===== src/rtl/nand_cmd_sequencer.sv =====
// nand_cmd_sequencer
//   Host-side command sequencer that sits in front of nand_master. One start
//   pulse produces the whole command / activate / busy-wait script for either
//   an init + ID probe (op=0) or a page read streamed out byte by byte (op=1).
//
// Ports
//   clk, reset          : system clock; asynchronous active-high reset
//   start, op, ce_sel   : request pulse, operation select, chip-enable value
//   id_out, id_valid    : captured ID bytes (byte k in [8k+7:8k]) and flag
//   byte_data/valid/ready : page byte stream with valid/ready handshake
//   seq_busy, done, error : sequence status; done/error are one-cycle pulses
//   nm_cmd_in, nm_activate, nm_data_in : command interface to nand_master
//   nm_data_out, nm_busy               : response from nand_master
module nand_cmd_sequencer #(
  parameter int PAGE_BYTES = 4320,
  parameter int ID_BYTES   = 5,
  parameter int TIMEOUT    = 1000000,
  parameter int GAP_CYCLES = 1
) (
  input  logic        clk,
  input  logic        reset,
  input  logic        start,
  input  logic        op,
  input  logic [7:0]  ce_sel,
  output logic [63:0] id_out,
  output logic        id_valid,
  output logic [7:0]  byte_data,
  output logic        byte_valid,
  input  logic        byte_ready,
  output logic        seq_busy,
  output logic        done,
  output logic        error,
  output logic [5:0]  nm_cmd_in,
  output logic        nm_activate,
  output logic [7:0]  nm_data_in,
  input  logic [7:0]  nm_data_out,
  input  logic        nm_busy
);

  localparam logic [5:0] M_RESET               = 6'h01;
  localparam logic [5:0] M_NAND_RESET          = 6'h04;
  localparam logic [5:0] M_NAND_READ_ID        = 6'h06;
  localparam logic [5:0] M_NAND_READ           = 6'h09;
  localparam logic [5:0] MI_CHIP_ENABLE        = 6'h0E;
  localparam logic [5:0] MI_RESET_INDEX        = 6'h12;
  localparam logic [5:0] MI_GET_ID_BYTE        = 6'h13;
  localparam logic [5:0] MI_GET_DATA_PAGE_BYTE = 6'h15;

  localparam logic [15:0] LAST_BYTE = 16'(PAGE_BYTES - 1);
  localparam logic [2:0]  LAST_ID   = 3'(ID_BYTES - 1);
  localparam logic [31:0] TMO_LAST  = 32'(TIMEOUT - 1);
  localparam logic [4:0]  GAP_LEN   = 5'(GAP_CYCLES);

  typedef enum logic [3:0] {
    S_IDLE, S_ISSUE, S_ARM, S_WAIT, S_CAPTURE, S_STREAM, S_GAP, S_FIN, S_ERR
  } state_t;

  state_t       state_q;
  logic         op_q;
  logic [7:0]   ce_q;
  logic [2:0]   step_q;
  logic [2:0]   id_idx_q;
  logic [15:0]  byte_cnt_q;
  logic [31:0]  tmo_q;
  logic [3:0]   gap_q;
  logic         last_q;
  logic [63:0]  id_q;
  logic         id_valid_q;
  logic [7:0]   byte_data_q;
  logic         byte_valid_q;
  logic         seq_busy_q;
  logic         done_q;
  logic         error_q;
  logic [5:0]   cmd_q;
  logic [7:0]   data_q;
  logic         act_q;

  logic [2:0]   step_d;
  logic [13:0]  next_cmd_d;
  logic         last_d;
  logic         gap_done;

  // Script step -> {command, data_in}. Steps below the loop stage are the
  // fixed preamble; the loop stage repeats the per-byte fetch command.
  function automatic logic [13:0] script(input logic o, input logic [2:0] s,
                                         input logic [7:0] ce);
    logic [13:0] r;
    r = {MI_GET_ID_BYTE, 8'h00};
    if (!o) begin
      case (s)
        3'd0:    r = {M_RESET, 8'h00};
        3'd1:    r = {MI_CHIP_ENABLE, ce};
        3'd2:    r = {M_NAND_RESET, 8'h00};
        3'd3:    r = {M_NAND_READ_ID, 8'h00};
        default: r = {MI_GET_ID_BYTE, 8'h00};
      endcase
    end else begin
      case (s)
        3'd0:    r = {MI_RESET_INDEX, 8'h00};
        3'd1:    r = {M_NAND_READ, 8'h00};
        3'd2:    r = {MI_RESET_INDEX, 8'h00};
        default: r = {MI_GET_DATA_PAGE_BYTE, 8'h00};
      endcase
    end
    return r;
  endfunction

  // Command to issue when leaving GAP. The step counter saturates at the loop
  // stage (4 for the probe, 3 for the page read); inside the loop the byte/ID
  // counters decide whether this is the final command of the script.
  always_comb begin
    step_d = step_q;
    if ((!op_q && step_q < 3'd4) || (op_q && step_q < 3'd3)) step_d = step_q + 3'd1;
    next_cmd_d = script(op_q, step_d, ce_q);
    last_d = op_q ? (step_d == 3'd3 && byte_cnt_q == LAST_BYTE)
                  : (step_d == 3'd4 && id_idx_q == LAST_ID);
  end

  // GAP always occupies at least one cycle, so GAP_CYCLES of 0 and 1 behave alike.
  assign gap_done = ({1'b0, gap_q} + 5'd1) >= GAP_LEN;

  always_ff @(posedge clk or posedge reset) begin
    if (reset) begin
      state_q      <= S_IDLE;
      op_q         <= 1'b0;
      ce_q         <= 8'h00;
      step_q       <= 3'd0;
      id_idx_q     <= 3'd0;
      byte_cnt_q   <= 16'd0;
      tmo_q        <= 32'd0;
      gap_q        <= 4'd0;
      last_q       <= 1'b0;
      id_q         <= 64'd0;
      id_valid_q   <= 1'b0;
      byte_data_q  <= 8'h00;
      byte_valid_q <= 1'b0;
      seq_busy_q   <= 1'b0;
      done_q       <= 1'b0;
      error_q      <= 1'b0;
      cmd_q        <= 6'd0;
      data_q       <= 8'h00;
      act_q        <= 1'b0;
    end else begin
      case (state_q)
        S_IDLE: begin
          if (start) begin
            op_q       <= op;
            ce_q       <= ce_sel;
            id_q       <= 64'd0;
            id_valid_q <= 1'b0;
            step_q     <= 3'd0;
            id_idx_q   <= 3'd0;
            byte_cnt_q <= 16'd0;
            last_q     <= 1'b0;
            seq_busy_q <= 1'b1;
            {cmd_q, data_q} <= script(op, 3'd0, ce_sel);
            act_q      <= 1'b1;
            state_q    <= S_ISSUE;
          end
        end
        // activate is registered on entry so it is high exactly during ISSUE
        S_ISSUE: begin
          act_q   <= 1'b0;
          state_q <= S_ARM;
        end
        // the master raises busy a cycle after activate; do not look yet
        S_ARM: begin
          tmo_q   <= 32'd0;
          state_q <= S_WAIT;
        end
        S_WAIT: begin
          if (!nm_busy) begin
            gap_q <= 4'd0;
            if (cmd_q == MI_GET_ID_BYTE) begin
              state_q <= S_CAPTURE;
            end else if (cmd_q == MI_GET_DATA_PAGE_BYTE) begin
              byte_data_q  <= nm_data_out;
              byte_valid_q <= 1'b1;
              state_q      <= S_STREAM;
            end else begin
              state_q <= S_GAP;
            end
          end else if (tmo_q == TMO_LAST) begin
            error_q    <= 1'b1;
            seq_busy_q <= 1'b0;
            state_q    <= S_ERR;
          end else begin
            tmo_q <= tmo_q + 32'd1;
          end
        end
        S_CAPTURE: begin
          id_q[{id_idx_q, 3'b000} +: 8] <= nm_data_out;
          if (!last_q) id_idx_q <= id_idx_q + 3'd1;
          state_q <= S_GAP;
        end
        // byte_data_q is frozen until the handshake; no timeout on backpressure
        S_STREAM: begin
          if (byte_ready) begin
            byte_valid_q <= 1'b0;
            if (!last_q) byte_cnt_q <= byte_cnt_q + 16'd1;
            state_q <= S_GAP;
          end
        end
        S_GAP: begin
          if (gap_done) begin
            if (last_q) begin
              done_q     <= 1'b1;
              id_valid_q <= !op_q;
              seq_busy_q <= 1'b0;
              state_q    <= S_FIN;
            end else begin
              step_q          <= step_d;
              last_q          <= last_d;
              {cmd_q, data_q} <= next_cmd_d;
              act_q           <= 1'b1;
              state_q         <= S_ISSUE;
            end
          end else begin
            gap_q <= gap_q + 4'd1;
          end
        end
        S_FIN: begin
          done_q  <= 1'b0;
          state_q <= S_IDLE;
        end
        S_ERR: begin
          error_q <= 1'b0;
          state_q <= S_IDLE;
        end
        default: state_q <= S_IDLE;
      endcase
    end
  end

  assign id_out      = id_q;
  assign id_valid    = id_valid_q;
  assign byte_data   = byte_data_q;
  assign byte_valid  = byte_valid_q;
  assign seq_busy    = seq_busy_q;
  assign done        = done_q;
  assign error       = error_q;
  assign nm_cmd_in   = cmd_q;
  assign nm_activate = act_q;
  assign nm_data_in  = data_q;

endmodule


===== config.mk =====
export PLATFORM = sky130hd
export DESIGN_NAME = nand_cmd_sequencer
export DESIGN_NICKNAME = d
export VERILOG_FILES = /design/src/rtl/nand_cmd_sequencer.sv
export SDC_FILE = /design/constraint.sdc
export NUM_CORES = 1
export LEC_CHECK = 0
export CAP_MARGIN = 20
export CELL_PAD_IN_SITES_DETAIL_PLACEMENT = 1
export CELL_PAD_IN_SITES_GLOBAL_PLACEMENT = 2
export CORE_MARGIN = 3
export CORE_UTILIZATION = 34
export CTS_BUF_LIST = sky130_fd_sc_hd__clkbuf_8
export CTS_CLUSTER_SIZE = 10
export DETAILED_ROUTE_END_ITERATION = 8
export GPL_ROUTABILITY_DRIVEN = 0
export GPL_TIMING_DRIVEN = 1
export PLACE_DENSITY = 0.93
export SLEW_MARGIN = 20
export SYNTH_ARGS = -nofsm -noshare
export SYNTH_HDL_FRONTEND = slang
export SYNTH_SLANG_ARGS = --single-unit

===== constraint.sdc =====
create_clock -name clk -period 6.6 [get_ports clk]
set_input_delay 1.32 -clock clk [delete_from_list [all_inputs] [get_ports clk]]
set_output_delay 1.32 -clock clk [all_outputs]
set_load 0.02 [all_outputs]

**Word-level counts from Yosys, hierarchy flattened**

Cells that the tools add are included.

- $mul: 0
- $lt $le $gt $ge: 3
- Shifts and indexed selects: 2
- Eq/ne operators: 32
- Bitwise gates (word level): 2
- Reductions and logical operators: 35
- Div/mod/pow operators: 0
- $add $sub $neg: 7
- Multiplexer cells: 69

Operators with widths:

| operator | count |
|---|---|
| $pmux 64 s2 | 1 |
| $bwmux 64 | 1 |
| $mux 32 | 2 |
| $mux 64 | 1 |
| $pmux 32 s2 | 1 |
| $shift 8x8->64 const A | 1 |
| $shiftx 8x8->64 | 1 |
| $pmux 13 s4 | 1 |
| $mux 16 | 3 |
| $add 32x1->32 const B | 1 |
| $eq 32x20->1 const B | 1 |
| $pmux 16 s2 | 1 |
| $mux 4 | 7 |
| $ne 2x2->1 const B | 14 |
| $pmux 4 s7 | 1 |
| $pmux 13 s2 | 1 |
| $mux 8 | 3 |
| $reduce_and 4->1 | 6 |
| $mux 1 | 21 |
| $mux 3 | 6 |
| $mux 6 | 3 |
| $reduce_and 3->1 | 6 |
| $add 16x1->16 const B | 1 |
| $eq 16x13->1 const B | 1 |
| other kinds (37) | 65 |

- Output and inout bits: 92
- Bits in read-only memories: 0
- Input bits: 22
- Memories: 0
- Word-level logic and storage cells: 169
- Bits in latches: 0
- RAM bits: 0
- Register bits after elaboration: 164

**Longest topological paths before layout**

- Depth in word-level cells: 11
- Mapped depth: 9
- Depth with buffers taken out: 8

**Worst setup path after synthesis**

OpenSTA, ideal clock, no wires.

- Kind: input to register
- Start point: input nm_busy
- End point: register tmo_q[25]
- Arrival: 2.707 ns
- Library setup time: 0.078 ns
- Path slack: 3.815 ns
- Buffers on the path: 1
- Data required time: 6.522 ns
- Cell stages on the path: 6
- Cell sequence: nor2b_1 -> nor4_4 -> nand4_2 -> buf_6 -> or4_1 -> a21oi_1

- Word-level cells in the longest chain between the ends: 2

RTL lines:

| element | RTL line | RTL |
|---|---|---|
| from (decl) | 37 | `input logic nm_busy` |
| $ne 2x2->1 (no line) | - |  |
| $reduce_and 3->1 (no line) | - |  |
| to (signal assigned) | 188 | `tmo_q <= tmo_q + 32'd1;` |
| to (decl) | 64 | `logic [31:0] tmo_q;` |

Every way passes these cells.
A chain may end at the register's enable or synchronous reset.

**Worst setup path after layout**

- Start point: input nm_busy
- End point: register tmo_q[29]

The elaborated chain is that of the path after synthesis.

==> results.yml <==
grt:
  grt_pass1_wl_um: 36900
  use_met3: 0.0426
  grt_pass1_vias: 6798
  antenna_found_initial: 1
  grt_start_max_net_pins: 76
  overflow: 0
  grt_use_met1: 0.256
  grt_usage: 0.188
  busiest_layer: "met2"
  grtUsageMet2: 0.302
power_and_ir_drop:
  power_density_nw_per_um2: 307
  p_leak_uw: 0.00406
  ir_worst_vdd_mv: 0.116
floorplanning:
  ioPinCount: 114
  die_y_um: 157
  fp-row-count: 54
  chipWidth_um: 157
  dieArea_um2: 24600
  coreArea_um2: 22100
  start_util: 0.350
synthesis:
  synth-async-reset-ratio: 1.00
  yosys_warnings: 0
  synth_edf_count: 0
  yosysUniqueCellTypes: 58
  synth.net_count: 888
  syn_area_per_cell_um2: 9.03
  synth_area_um2: 7740
  synthFlopType: "dfrtp_1"
  ys_ff_latch: 163
  synthCells: 857
  ys_seq_area_frac: 0.527
clock_network:
  h-tree-depth: 4
  hold_buffers: 0
  cts_resized: 0
  insertion_delay_ns: 0.47
  post-cts-setup-buffer-count: 0
  cts_root_buf: "clkbuf_8"
  cts_made_buffers: 17
  cts_num_sinks: 163
  tritoncts: "done"
  clockBufferDepth: 2
  clkTransAtPathRegs_ns: 0.10
critical_path:
  worst_ep_required_time_ns: 6.98
  path_buf_inv: 1
  critPathCaptureType: "register"
  cp.arrival_ns: 3.73
  cp_max_fo: 13
  rr_worst_depth: 6
  crit_path_max_incr_delay_ns: 0.63
  cp_num_cells: 6
  slowest_stage: "clkdlybuf4s50_1"
  start_kind: "input port"
  critical_path_class: "input port to register"
  cp_cell_sequence: "clkdlybuf4s50_1, nor2b_1, nor4_4, nand4_2, or4_1, a21oi_1"
  cp_top_family: "simple AND/OR/NAND/NOR gates"
finish:
  layout_commonest_cell: "nand2_1"
  stdcell_count: 1240
  drive_above_1_share: 0.0699
  area_growth_pct: 22.9
  finalCoreUtilization: 0.431
  multiInputGateArea_um2: 3460
  regArea_um2: 4080
  nets: 977
  fill_cells: 2535
  layout_common_cells: "nand2_1, dfrtp_1, clkdlybuf4s50_1"
routing:
  dr.pass1.iters: 4
  num_vias: 6570
  wl_per_cell_um: 18.1
  drcViolationCount: 0
  drtAntennaViolNets: 0
  routed_via_density: 5.30
  drtIter0Drc: 405
  routed_wl_um: 22500
sta:
  finalCriticalPeriod_ns: 3.36
  worst_pin_slew_ns: 1.03
  min_period_over_period: 0.509
  setup_violations: 0
  max-slew-margin-rel: 0.309
  hold_viol_final: 0
  tns_ns: 0
  slew_viol_final: 0
  fin_skew_ns: 0.0217
  fmax_ghz: 0.298
  rsz0062_at_grt: "no"
worst_hold_path:
  holdPathStages: 2
  min_path_type: "register to register"
placed_design:
  port_buffers: 112
  dpl.hpwl_um: 15400
  place_inst: 1206
flow_run:
  maxCapViolCount: 0
status:
  status: "complete, no violations"
-- area by class of cell --
type                    instances  area share
diodes                          1    0.000263
clock buffers                  17      0.0246
clock inverters                15      0.0170
inverters                      12     0.00526
multi-input cells             631       0.363
flip-flops and latches        163       0.428
well taps                     280      0.0368
repair buffers                121       0.125
-- through the flow --
step                      power, uW  setup WS [ns]  hold slack (ns)  cell area (um^2)
final                          2920           3.24            0.472              9520
after detailed placement       2200           2.77            0.454              9110
after global routing           3110           3.03            0.500              9520
after CTS                      2950           3.27            0.478              9500
after floorplan                1830          0.875            0.445              7740
after global placement         2170           2.88            0.451              9110
-- synth_stat cells, drive strengths merged, types with 4 or more instances --
cell type,number,share of area
a21oi,22,0.014
a31oi,4,0.0032
and2,9,0.0073
and3,12,0.0097
buf,6,0.0044
clkbuf,45,0.022
dfrtp,163,0.53
ha,9,0.015
inv,12,0.0058
mux2,10,0.015
nand2,218,0.11
nand2b,10,0.0081
nand3,36,0.023
nand3b,6,0.0058
nand4,19,0.016
nor2,55,0.027
nor2b,7,0.0057
nor3,4,0.0026
nor4,14,0.013
nor4b,5,0.0057
o21ai,93,0.060
o22ai,4,0.0032
o31ai,7,0.0068
or3,9,0.0073
or4,7,0.0068
xnor2,4,0.0045
xor2,22,0.025
-- kinds of logic after synthesis --
kind of cell	Yosys count	synth area share
simple gates	427	0.263
flops	163	0.527
compound gates	157	0.118
buf+inv	63	0.0320
xor+xnor	26	0.0294
mux	11	0.0158
fa+ha+maj	9	0.0145
other cells	1	0.000484
-- final timing paths --
check	slack (ns)	from	endpoint
max in group asynchronous	4.15	reset	tmo_q[28]
worst min-delay path	0.47	nm_data_in[6]	nm_data_in[6]
worst min register to register	0.47	nm_data_in[6]	nm_data_in[6]
min in group asynchronous	1.25	reset	id_out[21]
worst max-delay path	3.24	nm_busy	tmo_q[29]
worst max register to register	3.66	id_idx_q[0]	id_out[37]
-- layer usage --
metal	share of wire	vias to the layer above	wire length [um]
li1	-	3124	-
met1	0.47	3309	10500
met2	0.47	120	10600
met3	0.045	17	1010
met4	0.015	0	331
met5	0	-	0
-- registers in the layout, indices dropped and copies added, names as in the netlist, 3 cells and up --
| name | count |
|---|---|
| ce_q | 8 |
| byte_cnt_q | 16 |
| nm_data_in | 8 |
| gap_q | 4 |
| nm_cmd_in | 5 |
| state_q | 4 |
| id_out | 64 |
| tmo_q | 32 |
| step_q | 3 |
| byte_data | 8 |
| id_idx_q | 3 |
-- worst register-to-register path, stage by stage (launching register included) --
cell and delay (ns):
dfrtp_1 0.45, inv_1 0.14, ha_1 0.24, ha_1 0.40, or4b_2 0.63, nor2_1 0.70, o21ai_0 0.25
-- report_power, final --
part	switching, uW	internal, uW	leakage, uW
Clock	452	288	0.000196
Sequential	154	1130	0.00223
Combinational	548	353	0.00163
(Power assumes the default switching activity.)
